## src/rtl/buart_fifo_if.sv

```systemverilog
// Host-side bus of buart_fifo: divisor load, TX/RX FIFO access
// and sticky error flags.
interface buart_fifo_if #(
    parameter int DATA_BITS  = 8,
    parameter int FIFO_DEPTH = 16,
    parameter int LW         = $clog2(FIFO_DEPTH) + 1
);
    logic                 div_wr;
    logic [15:0]          div_in;
    logic                 tx_wr;
    logic [DATA_BITS-1:0] tx_data;
    logic                 tx_full;
    logic                 tx_idle;
    logic [LW-1:0]        tx_level;
    logic                 rx_rd;
    logic [DATA_BITS-1:0] rx_data;
    logic                 rx_valid;
    logic [LW-1:0]        rx_level;
    logic                 err_clr;
    logic                 rx_overrun;
    logic                 rx_frame_err;
    logic                 rx_parity_err;

    modport master (
        output div_wr, div_in, tx_wr, tx_data,
        output rx_rd, err_clr,
        input  tx_full, tx_idle, tx_level,
        input  rx_data, rx_valid, rx_level,
        input  rx_overrun, rx_frame_err, rx_parity_err
    );

    modport slave (
        input  div_wr, div_in, tx_wr, tx_data,
        input  rx_rd, err_clr,
        output tx_full, tx_idle, tx_level,
        output rx_data, rx_valid, rx_level,
        output rx_overrun, rx_frame_err, rx_parity_err
    );
endinterface

```

## src/rtl/buart_fifo.sv

```systemverilog
// Full-duplex UART with programmable divisor, optional parity
// and TX/RX FIFOs between host logic and the serial pins.
module buart_fifo #(
    parameter int CLKFREQ    = 125000000,
    parameter int BAUD       = 115200,
    parameter int DATA_BITS  = 8,
    parameter int FIFO_DEPTH = 16,
    parameter int PARITY     = 0,
    parameter int LW         = $clog2(FIFO_DEPTH) + 1
) (
    input  logic clk,
    input  logic resetq,
    input  logic rx,
    output logic tx,
    buart_fifo_if.slave bus
);
    localparam int PW = LW - 1;
    localparam int BW = $clog2(DATA_BITS);
    localparam logic [15:0] DIV_RST = 16'(CLKFREQ / BAUD);
    localparam logic [LW-1:0] FULL = LW'(FIFO_DEPTH);
    localparam logic [BW-1:0] LAST = BW'(DATA_BITS - 1);
    localparam logic ODD = (PARITY == 2);

    typedef enum logic [2:0] {
        T_IDLE, T_START, T_DATA, T_PAR, T_STOP
    } tx_st_e;

    typedef enum logic [2:0] {
        R_IDLE, R_START, R_DATA, R_PAR, R_STOP, R_BREAK
    } rx_st_e;

    logic [15:0] div_q, div_d;

    logic [DATA_BITS-1:0] txm [FIFO_DEPTH];
    logic [DATA_BITS-1:0] tx_head;
    logic [PW-1:0] txw_q, txw_d, txr_q, txr_d;
    logic [LW-1:0] txl_q, txl_d;
    logic tx_push, tx_pop, tx_load, t_end;

    tx_st_e ts_q, ts_d;
    logic [15:0] tcnt_q, tcnt_d, tdiv_q, tdiv_d;
    logic [BW-1:0] tbit_q, tbit_d;
    logic [DATA_BITS-1:0] tsh_q, tsh_d;
    logic tpar_q, tpar_d, tx_q, tx_d;

    logic rs1_q, rs2_q, rprev_q, fall;
    rx_st_e rs_q, rs_d;
    logic [15:0] rcnt_q, rcnt_d, rdiv_q, rdiv_d;
    logic [BW-1:0] rbit_q, rbit_d;
    logic [DATA_BITS-1:0] rsh_q, rsh_d;
    logic rpb_q, rpb_d, r_end, r_mid;
    logic rx_push, fe_set, pe_set;

    logic [DATA_BITS-1:0] rxm [FIFO_DEPTH];
    logic [PW-1:0] rxw_q, rxw_d, rxr_q, rxr_d;
    logic [LW-1:0] rxl_q, rxl_d;
    logic rx_pop, rx_full, rx_acc, ov_set;
    logic ov_q, ov_d, fe_q, fe_d, pe_q, pe_d;

    always_comb begin
        div_d = div_q;
        if (bus.div_wr) begin
            div_d = (bus.div_in < 16'd4) ? 16'd4 : bus.div_in;
        end
    end

    assign tx_push = bus.tx_wr && (txl_q != FULL);
    assign tx_head = txm[txr_q];

    always_comb begin
        txw_d = txw_q + PW'(tx_push);
        txr_d = txr_q + PW'(tx_pop);
        txl_d = txl_q + LW'(tx_push) - LW'(tx_pop);
    end

    always_ff @(posedge clk) begin
        if (tx_push) txm[txw_q] <= bus.tx_data;
    end

    assign t_end = (tcnt_q == tdiv_q - 16'd1);

    always_comb begin
        ts_d    = ts_q;
        tcnt_d  = tcnt_q + 16'd1;
        tdiv_d  = tdiv_q;
        tbit_d  = tbit_q;
        tsh_d   = tsh_q;
        tpar_d  = tpar_q;
        tx_d    = tx_q;
        tx_pop  = 1'b0;
        tx_load = 1'b0;
        unique case (ts_q)
            T_IDLE: begin
                tcnt_d  = '0;
                tx_load = (txl_q != '0);
            end
            T_START: if (t_end) begin
                ts_d   = T_DATA;
                tcnt_d = '0;
                tbit_d = '0;
                tx_d   = tsh_q[0];
            end
            T_DATA: if (t_end) begin
                tcnt_d = '0;
                if (tbit_q == LAST) begin
                    if (PARITY != 0) begin
                        ts_d = T_PAR;
                        tx_d = tpar_q;
                    end else begin
                        ts_d = T_STOP;
                        tx_d = 1'b1;
                    end
                end else begin
                    tbit_d = tbit_q + BW'(1);
                    tsh_d  = tsh_q >> 1;
                    tx_d   = tsh_q[1];
                end
            end
            T_PAR: if (t_end) begin
                ts_d   = T_STOP;
                tcnt_d = '0;
                tx_d   = 1'b1;
            end
            T_STOP: if (t_end) begin
                ts_d    = T_IDLE;
                tcnt_d  = '0;
                tx_d    = 1'b1;
                tx_load = (txl_q != '0);
            end
            default: ts_d = T_IDLE;
        endcase
        // Popping straight out of STOP gives back-to-back frames.
        if (tx_load) begin
            tx_pop = 1'b1;
            ts_d   = T_START;
            tcnt_d = '0;
            tdiv_d = div_q;
            tsh_d  = tx_head;
            tpar_d = (^tx_head) ^ ODD;
            tx_d   = 1'b0;
        end
    end

    assign fall  = rprev_q && !rs2_q;
    assign r_end = (rcnt_q == rdiv_q - 16'd1);
    assign r_mid = (rcnt_q == (rdiv_q >> 1) - 16'd1);

    always_comb begin
        rs_d    = rs_q;
        rcnt_d  = rcnt_q + 16'd1;
        rdiv_d  = rdiv_q;
        rbit_d  = rbit_q;
        rsh_d   = rsh_q;
        rpb_d   = rpb_q;
        rx_push = 1'b0;
        fe_set  = 1'b0;
        pe_set  = 1'b0;
        unique case (rs_q)
            R_IDLE: begin
                rcnt_d = '0;
                if (fall) begin
                    rs_d   = R_START;
                    rdiv_d = div_q;
                end
            end
            R_START: if (r_mid) begin
                rcnt_d = '0;
                rbit_d = '0;
                rs_d   = rs2_q ? R_IDLE : R_DATA;
            end
            R_DATA: if (r_end) begin
                rcnt_d = '0;
                rsh_d  = {rs2_q, rsh_q[DATA_BITS-1:1]};
                if (rbit_q == LAST) begin
                    rs_d = (PARITY != 0) ? R_PAR : R_STOP;
                end else begin
                    rbit_d = rbit_q + BW'(1);
                end
            end
            R_PAR: if (r_end) begin
                rcnt_d = '0;
                rpb_d  = rs2_q;
                rs_d   = R_STOP;
            end
            R_STOP: if (r_end) begin
                rcnt_d = '0;
                rs_d   = R_IDLE;
                if (!rs2_q) begin
                    fe_set = 1'b1;
                    rs_d   = R_BREAK;
                end else if (PARITY != 0 &&
                             rpb_q != ((^rsh_q) ^ ODD)) begin
                    pe_set = 1'b1;
                end else begin
                    rx_push = 1'b1;
                end
            end
            R_BREAK: begin
                rcnt_d = '0;
                if (rs2_q) rs_d = R_IDLE;
            end
            default: rs_d = R_IDLE;
        endcase
    end

    assign rx_pop  = bus.rx_rd && (rxl_q != '0);
    assign rx_full = (rxl_q == FULL);
    // A pop in the same cycle frees the slot the push needs.
    assign rx_acc  = rx_push && (!rx_full || rx_pop);
    assign ov_set  = rx_push && rx_full && !rx_pop;

    always_comb begin
        rxw_d = rxw_q + PW'(rx_acc);
        rxr_d = rxr_q + PW'(rx_pop);
        rxl_d = rxl_q + LW'(rx_acc) - LW'(rx_pop);
        ov_d  = (ov_q && !bus.err_clr) || ov_set;
        fe_d  = (fe_q && !bus.err_clr) || fe_set;
        pe_d  = (pe_q && !bus.err_clr) || pe_set;
    end

    always_ff @(posedge clk) begin
        if (rx_acc) rxm[rxw_q] <= rsh_q;
    end

    always_ff @(posedge clk or negedge resetq) begin
        if (!resetq) begin
            div_q   <= DIV_RST;
            txw_q   <= '0;
            txr_q   <= '0;
            txl_q   <= '0;
            ts_q    <= T_IDLE;
            tcnt_q  <= '0;
            tdiv_q  <= DIV_RST;
            tbit_q  <= '0;
            tsh_q   <= '0;
            tpar_q  <= 1'b0;
            tx_q    <= 1'b1;
            rs1_q   <= 1'b1;
            rs2_q   <= 1'b1;
            rprev_q <= 1'b1;
            rs_q    <= R_IDLE;
            rcnt_q  <= '0;
            rdiv_q  <= DIV_RST;
            rbit_q  <= '0;
            rsh_q   <= '0;
            rpb_q   <= 1'b0;
            rxw_q   <= '0;
            rxr_q   <= '0;
            rxl_q   <= '0;
            ov_q    <= 1'b0;
            fe_q    <= 1'b0;
            pe_q    <= 1'b0;
        end else begin
            div_q   <= div_d;
            txw_q   <= txw_d;
            txr_q   <= txr_d;
            txl_q   <= txl_d;
            ts_q    <= ts_d;
            tcnt_q  <= tcnt_d;
            tdiv_q  <= tdiv_d;
            tbit_q  <= tbit_d;
            tsh_q   <= tsh_d;
            tpar_q  <= tpar_d;
            tx_q    <= tx_d;
            rs1_q   <= rx;
            rs2_q   <= rs1_q;
            rprev_q <= rs2_q;
            rs_q    <= rs_d;
            rcnt_q  <= rcnt_d;
            rdiv_q  <= rdiv_d;
            rbit_q  <= rbit_d;
            rsh_q   <= rsh_d;
            rpb_q   <= rpb_d;
            rxw_q   <= rxw_d;
            rxr_q   <= rxr_d;
            rxl_q   <= rxl_d;
            ov_q    <= ov_d;
            fe_q    <= fe_d;
            pe_q    <= pe_d;
        end
    end

    assign tx                = tx_q;
    assign bus.tx_full       = (txl_q == FULL);
    assign bus.tx_idle       = (ts_q == T_IDLE) && (txl_q == '0);
    assign bus.tx_level      = txl_q;
    assign bus.rx_data       = rxm[rxr_q];
    assign bus.rx_valid      = (rxl_q != '0);
    assign bus.rx_level      = rxl_q;
    assign bus.rx_overrun    = ov_q;
    assign bus.rx_frame_err  = fe_q;
    assign bus.rx_parity_err = pe_q;
endmodule
```

## src/flat_wrapper.sv

```systemverilog
// flat-port wrapper written by rule: the top's interface ports become plain ports
module buart_fifo_flat 
#(
    parameter int CLKFREQ    = 125000000,
    parameter int BAUD       = 115200,
    parameter int DATA_BITS  = 8,
    parameter int FIFO_DEPTH = 16,
    parameter int PARITY     = 0,
    parameter int LW         = $clog2(FIFO_DEPTH) + 1
)
  (clk, resetq, rx, tx, bus_div_wr, bus_div_in, bus_tx_wr, bus_tx_data, bus_rx_rd, bus_err_clr, bus_tx_full, bus_tx_idle, bus_tx_level, bus_rx_data, bus_rx_valid, bus_rx_level, bus_rx_overrun, bus_rx_frame_err, bus_rx_parity_err);
  buart_fifo_if #(.DATA_BITS(DATA_BITS), .FIFO_DEPTH(FIFO_DEPTH), .LW(LW)) bus_i ();
  input  logic clk;
  input  logic resetq;
  input  logic rx;
  output logic tx;
  input wire logic [$bits(bus_i.div_wr)-1:0] bus_div_wr;
  input wire logic [$bits(bus_i.div_in)-1:0] bus_div_in;
  input wire logic [$bits(bus_i.tx_wr)-1:0] bus_tx_wr;
  input wire logic [$bits(bus_i.tx_data)-1:0] bus_tx_data;
  input wire logic [$bits(bus_i.rx_rd)-1:0] bus_rx_rd;
  input wire logic [$bits(bus_i.err_clr)-1:0] bus_err_clr;
  output wire logic [$bits(bus_i.tx_full)-1:0] bus_tx_full;
  output wire logic [$bits(bus_i.tx_idle)-1:0] bus_tx_idle;
  output wire logic [$bits(bus_i.tx_level)-1:0] bus_tx_level;
  output wire logic [$bits(bus_i.rx_data)-1:0] bus_rx_data;
  output wire logic [$bits(bus_i.rx_valid)-1:0] bus_rx_valid;
  output wire logic [$bits(bus_i.rx_level)-1:0] bus_rx_level;
  output wire logic [$bits(bus_i.rx_overrun)-1:0] bus_rx_overrun;
  output wire logic [$bits(bus_i.rx_frame_err)-1:0] bus_rx_frame_err;
  output wire logic [$bits(bus_i.rx_parity_err)-1:0] bus_rx_parity_err;
  assign bus_i.div_wr = bus_div_wr;
  assign bus_i.div_in = bus_div_in;
  assign bus_i.tx_wr = bus_tx_wr;
  assign bus_i.tx_data = bus_tx_data;
  assign bus_i.rx_rd = bus_rx_rd;
  assign bus_i.err_clr = bus_err_clr;
  assign bus_tx_full = bus_i.tx_full;
  assign bus_tx_idle = bus_i.tx_idle;
  assign bus_tx_level = bus_i.tx_level;
  assign bus_rx_data = bus_i.rx_data;
  assign bus_rx_valid = bus_i.rx_valid;
  assign bus_rx_level = bus_i.rx_level;
  assign bus_rx_overrun = bus_i.rx_overrun;
  assign bus_rx_frame_err = bus_i.rx_frame_err;
  assign bus_rx_parity_err = bus_i.rx_parity_err;
  buart_fifo #(.CLKFREQ(CLKFREQ), .BAUD(BAUD), .DATA_BITS(DATA_BITS), .FIFO_DEPTH(FIFO_DEPTH), .PARITY(PARITY), .LW(LW)) u_core (.clk(clk), .resetq(resetq), .rx(rx), .tx(tx), .bus(bus_i));
endmodule
```

## config.mk

```make
export PLATFORM = sky130hd
export DESIGN_NAME = buart_fifo_flat
export DESIGN_NICKNAME = d
export VERILOG_FILES = /design/src/rtl/buart_fifo_if.sv /design/src/rtl/buart_fifo.sv /design/src/flat_wrapper.sv
export SDC_FILE = /design/constraint.sdc
export NUM_CORES = 1
export LEC_CHECK = 0
export ABC_CLOCK_PERIOD_IN_PS = 9800
export BUFFER_PORTS_ARGS = -buffer_cell sky130_fd_sc_hd__buf_2
export CAP_MARGIN = 20
export CORE_MARGIN = 4
export CORE_UTILIZATION = 43
export DETAILED_ROUTE_END_ITERATION = 16
export PLACE_DENSITY_LB_ADDON = 0.05
export SETUP_SLACK_MARGIN = 0.02
export SLEW_MARGIN = 30
export SYNTH_ARGS = -nofsm -noshare
export SYNTH_HDL_FRONTEND = slang
export SYNTH_SLANG_ARGS = --single-unit
```

## constraint.sdc

```tcl
create_clock -name clk -period 9.8 [get_ports clk]
set_input_delay 0.49 -clock clk [delete_from_list [all_inputs] [get_ports clk]]
set_output_delay 0.49 -clock clk [all_outputs]
set_load 0.1 [all_outputs]
```

# Yosys cells after proc, flatten, opt, wreduce, memory -nomap -nowiden
# Memories as Yosys holds them, arrays and structs flattened.
# Index checks and enable logic that the tools add are counted.
dict set report word_totals {
  ff_bits 141
  latch_bits 0
  ramBits 256
  rom_bits 0
  elab_cells 171
  mem_count 2
}
# memory depth width read_ports rd_ports_with_merged_regs write_ports line
set memory_table {}
lappend memory_table {u_core.rxm 16 8 1 0 1 buart_fifo.sv:54} ;# logic [DATA_BITS-1:0] rxm [FIFO_DEPTH];
lappend memory_table {u_core.txm 16 8 1 0 1 buart_fifo.sv:34} ;# logic [DATA_BITS-1:0] txm [FIFO_DEPTH];
dict set report op_classes {
  n_addsub 15
  n_mul 0
  div 0
  magnitude_cmp 1
  n_eq_ne 36
  n_shift 0
  mux 54
  bitwise_logic 0
  n_reduce_logical 39
}
# op n
set ops {}
lappend ops {{2-to-1 mux 16 bit} 5}
lappend ops {{2-to-1 mux 3 bit} 19}
lappend ops {{equality test 16 bit} 3}
lappend ops {{case mux 16 bit (3 select lines)} 1}
lappend ops {{adder 16 x 1 -> 16 bit, second input constant} 2}
lappend ops {{2-to-1 mux 8 bit} 4}
lappend ops {{case mux 16 bit (2 select lines)} 1}
lappend ops {{subtractor 16 x 1 -> 16 bit, second input constant} 2}
lappend ops {{inequality test 2 x 1 -> 1 bit, second input constant} 11}
lappend ops {{inequality test 3 x 1 -> 1 bit, second input constant} 6}
lappend ops {{case mux 3 bit (6 select lines)} 1}
lappend ops {{2-to-1 mux 1 bit} 17}
lappend ops {{adder 4 x 1 -> 4 bit} 4}
lappend ops {{< comparator 16 x 3 -> 1 bit, second input constant} 1}
lappend ops {{subtractor 15 x 1 -> 16 bit, second input constant} 1}
lappend ops {{equality test 3 bit, second input constant} 5}
lappend ops {{case mux 3 bit (5 select lines)} 1}
lappend ops {{equality test 3 x 2 -> 1 bit, second input constant} 4}
lappend ops {{case mux 3 bit (2 select lines)} 2}
lappend ops {{AND reduction 4 bit} 3}
lappend ops {{adder 5 x 1 -> 5 bit} 2}
lappend ops {{equality test 5 bit, second input constant} 2}
lappend ops {{logical AND 1 bit} 10}
lappend ops {{nonzero test 5 bit} 2}
lappend ops {{21 further kinds} 36}

# Longest topological paths before layout
dict set report logic_depth {
  word_depth 7
  depth_mapped 22
}

# Worst setup path before layout
# OpenSTA, ideal clock, no wires.
dict set report synth_timing {
  kind {reg2reg}
  start {register u_core.tdiv_q[4]}
  end {register u_core.txl_q[4] (netlist: u_core.bus.tx_level[4])}
  arrival_time_ns 3.803
  t_required_ns 9.672
  setup_slack_ns 5.869
  path_stages_with_launch 22
  path_buffers 3
  cell_sequence {dfstp_2 -> buf_2 -> nor4_4 -> nand4b_1 -> or4b_1 -> o211a_1 -> o22ai_2 -> and3_1 -> buf_2 -> o21ai_4 -> buf_2 -> inv_1 -> ha_1 -> inv_1 -> ha_1 -> inv_1 -> fa_1 -> inv_1 -> a21oi_1 -> nor2_1 -> nor2_1 -> xnor2_1}
}
dict set report synth_between {
  elab_chain_len 6
}
# element line
set synth_lines {}
lappend synth_lines {{start, declared} buart_fifo.sv:41} ;# logic [15:0] tcnt_q, tcnt_d, tdiv_q, tdiv_d;
lappend synth_lines {{start signal, assigned} buart_fifo.sv:260} ;# tdiv_q <= tdiv_d;
lappend synth_lines {{subtractor 16 x 1 -> 16 bit} buart_fifo.sv:80} ;# assign t_end = (tcnt_q == tdiv_q - 16'd1);
lappend synth_lines {{equality test 16 bit} buart_fifo.sv:80}
lappend synth_lines {{2-to-1 mux 1 bit} buart_fifo.sv:124} ;# T_STOP: if (t_end) begin
lappend synth_lines {{case mux 1 bit (2 select lines)} buart_fifo.sv:92} ;# unique case (ts_q)
lappend synth_lines {{2-to-1 mux 1 bit} buart_fifo.sv:133} ;# if (tx_load) begin
lappend synth_lines {{subtractor 5 x 1 -> 5 bit} buart_fifo.sv:73} ;# txl_d = txl_q + LW'(tx_push) - LW'(tx_pop);
lappend synth_lines {{via u_core.txl_d[4]} buart_fifo.sv:37} ;# logic [LW-1:0] txl_q, txl_d;
lappend synth_lines {{end signal, assigned} buart_fifo.sv:257} ;# txl_q <= txl_d;
lappend synth_lines {{end, declared} buart_fifo.sv:37}
# The timed path passes the listed nets, and every way through them passes these cells.
# A chain may end at the register's enable or synchronous reset.

# Final worst setup path
dict set report layout_timing {
  start {register u_core.tdiv_q[0]}
  end {register u_core.txl_q[4] (netlist: u_core.bus.tx_level[4])}
}
# Same word-level chain as after synthesis.

==> metrics <==
diodes inserted=0; Post-Syn Nets=1284; total number of vias=9936; top-area cell type share of the netlist area=42.8%; post-CTS setup buffer count=0; most frequent cells in the layout=edfxtp_1, dfrtp_1, nor2_1, mux4_2, buf_2; Worst Path Arrival=4850 ps; Cell Pwr Density=282 nW/um2; Fin. Hold Viols=0; max_slew headroom=36.3%; clk_lat worst skew=560 ps; asr flop ratio synth=approximately 36%; clock skew=18.3 ps; die height=212 um; final worst path period share=45.1%; CP endpoint kind=flop; FP Rows=74; Pwr Total=5.74 mW; status=finished, final reports clean; Die X=212 um; First-pass DRT Iterations=5; number of CTS-inserted buffers=44; Final Net Count=1330; GP Congestion=a little over 0.8; Seq cells post-synth=397; CTS root buf=clkbuf_16; CP dominant cell by count=inv_1; Mapped Cells=1222; initial core utilization=about 44%; buffer depth of the longest clock path=3; drt wl/cell=20.5 um; Syn Area/Cell=14.7 um2; Post-synth top flop=edfxtp_1; Detailed Place HPWL=24.7 mm; vias per std cell=5.41; Crit path largest cell delay=640 ps; max_cap viols=0; GRT overflow=0; fraction of layout cells with a size suffix above 1=23.0%; Simple-Gate Fraction of Synth Area=9.53%; synthesis-to-finish area growth=13.3%; Core Box Area=41000 um2; Synth area leaders=edfxtp_1, dfrtp_1, mux4_2, dfstp_2, mux2_2; post-route ant nets=0; unrepaired setup endpoints after global routing=no; Critical Path Slowest Stage Cell=nor4_1; H-tree depth=2; XOR/XNOR Fraction of Synth Area=4.96%; Iter 0 DRT Violations=729; worst path cell trace=or4_1 -> a211o_1 -> a21oi_1 -> a41oi_1 -> nor4_1 -> and3_1 -> o21ai_4 -> buf_4 -> inv_1 -> ha_1 -> inv_1 -> ha_1 -> inv_1 -> fa_1 -> inv_1 -> a21oi_1 -> nor2_1 -> nor2_1 -> xnor2_1; final setup vio count=0; Die ar.=45100 um2; GRT Overall Usage=17.0%; Synth Area in Adders=2.30%; Lkg Pwr=roughly 7.7 nW; post-route minimum period=4420 ps; Synth Area in Compound Gates=4.66%; fmax=226 MHz; vias in the first global route=10170; Worst setup SP type=flop; Worst VDD drop=0.180 mV; Sink Count=around 400; Reg clk slew, reported paths=60 ps; global-route wire length before repair=between 50 and 60 mm; Synth cell types=between 80 and 90; largest area contributor in the netlist=edfxtp_1; number of synthesized flops with an enable pin=between 200 and 300; CP Data Required Time=10240 ps; Synth Cell Area=roughly 18000 um2; CP max FO=26; Slew Limit Fails=0; most common cell after layout, fill and taps aside=edfxtp_1; antenna violations before repair=0; drt drc=0; WS Path Type=flop to flop; drt total wl=37.6 mm; largest net degree at the start of global routing=72; setup_tns=0 ps; sequential-to-total area share from yosys stat=62.7%; largest family of logic cells by synthesized area=multiplexers; Worst-Margin Slew=956 ps; worst hold path type=input port to flop; IO Count=56; # port buffers=55; TritonCTS clock tree=built; mux cell area share after synthesis=between 10% and 20%; Synth Warn #=0
timing repair:
action                                  CTS  global route
resized for setup                         0             0
hold buffers                              2             0
hold endpoints to repair                 17             0
endpoints found under the setup margin    0             0
final timing paths:
path	depth (start not counted)	endpoint	from	slack, ps
setup / recovery	19	u_core.bus.tx_level[4]	u_core.tdiv_q[0]	5380
hold / removal	2	u_core.bus.rx_parity_err	bus_err_clr	140
setup reg to reg	19	u_core.bus.tx_level[4]	u_core.tdiv_q[0]	5380
hold reg to reg	0	u_core.rs2_q	u_core.rs1_q	350
max in group asynchronous	3	u_core.tcnt_q[2]	resetq	8100
min in group asynchronous	2	u_core.txw_q[3]	resetq	540
report_power, final:
part,internal (mW),switching [mW],total [mW]
Combinational,0.676,0.891,1.57
Clock,1.14,0.664,1.81
Sequential,2.02,0.338,2.36
cells in the mapped netlist, types with 4 or more instances:
library cell and number:
nor4b_1 5, o22ai_1 7, mux2_4 8, edfxtp_1 256, dfrtp_1 119, nor2b_1 9, and3_1 7, nor4_1 9
a21oi_1 22, and2_1 4, nand2_1 47, inv_1 36, dfstp_2 22, a221oi_1 15, xor2_1 49, or4_1 5
nor2_1 94, nand4b_1 5, o211ai_1 4, nand2b_1 15, mux2i_1 49, nor3_2 4, nand3b_1 5, mux2_2 50
o21ai_0 26, mux4_2 56, ha_1 29, nor3_1 19, buf_1 8, o21a_1 7, nor4_4 4, nand3_1 34
buf_2 7, a31oi_1 5, nand4_1 9, or3_1 5, clkbuf_1 48, xnor2_1 50, a21o_1 4
cell type report:
cell class                      count  area, um2
Clock inverter                     32        437
Fill cell                        3546      20700
Clock buffer                       50       1160
Sequential cell                   397      11200
Multi-Input combinational cell    722       6300
Inverter                           36        135
Timing Repair Buffer               67        380
Tap cell                          532        666
through the flow:
stage / setup slack [ps] / utilization, % / cells / hold WS [ps] / instance area (um2)
4_1_cts: 5270 / 49.5 / 1836 / 102 / 20300
2_1_floorplan: 5870 / - / 1222 / 194 / 17900
3_5_place_dp: 5330 / 45.6 / 1752 / 347 / 18700
6_report: 5380 / 49.6 / 1836 / 141 / 20300
3_3_place_gp: 5450 / 45.6 / 1752 / 345 / 18700
5_1_grt: 5010 / 49.6 / 1836 / 124 / 20300
per-layer routing:
layer  GRT usage, %  part of all wire (%)  wire (um)
met1           25.5                    49      18400
met4           4.84                   2.2        837
met5              0                     0          0
met2           26.2                    46      17100
met3           2.61                   3.3       1260
cell families (layout without fill, tap and decap cells):
group	after synthesis	after routing
flops	397	397
compound gates	121	121
buf+inv	103	185
xor+xnor	100	100
simple gates	306	306
fa+ha+maj	32	32
mux	163	163
sequential cells by signal, indices dropped and copies added (netlist names), 5 cells and up:
signal,cells
u_core.rxm,128
u_core.txm,128
u_core.div_q,16
u_core.rcnt_q,16
u_core.rdiv_q,16
u_core.tcnt_q,16
u_core.tdiv_q,16
u_core.rsh_q,8
u_core.tsh_q,8
u_core.bus.rx_level,5
u_core.bus.tx_level,5
worst max-delay path: cells and delay by family (launching register included):
kind,cells,cell delay (ps)
and+or+nand+nor,5,1750
adders and majority gates,3,800
buffers and inverters,5,660
AOI/OAI and AO/OA,5,570
DFF,1,390
xor gates and xnor gates,1,110
(Power assumes the default switching activity.)
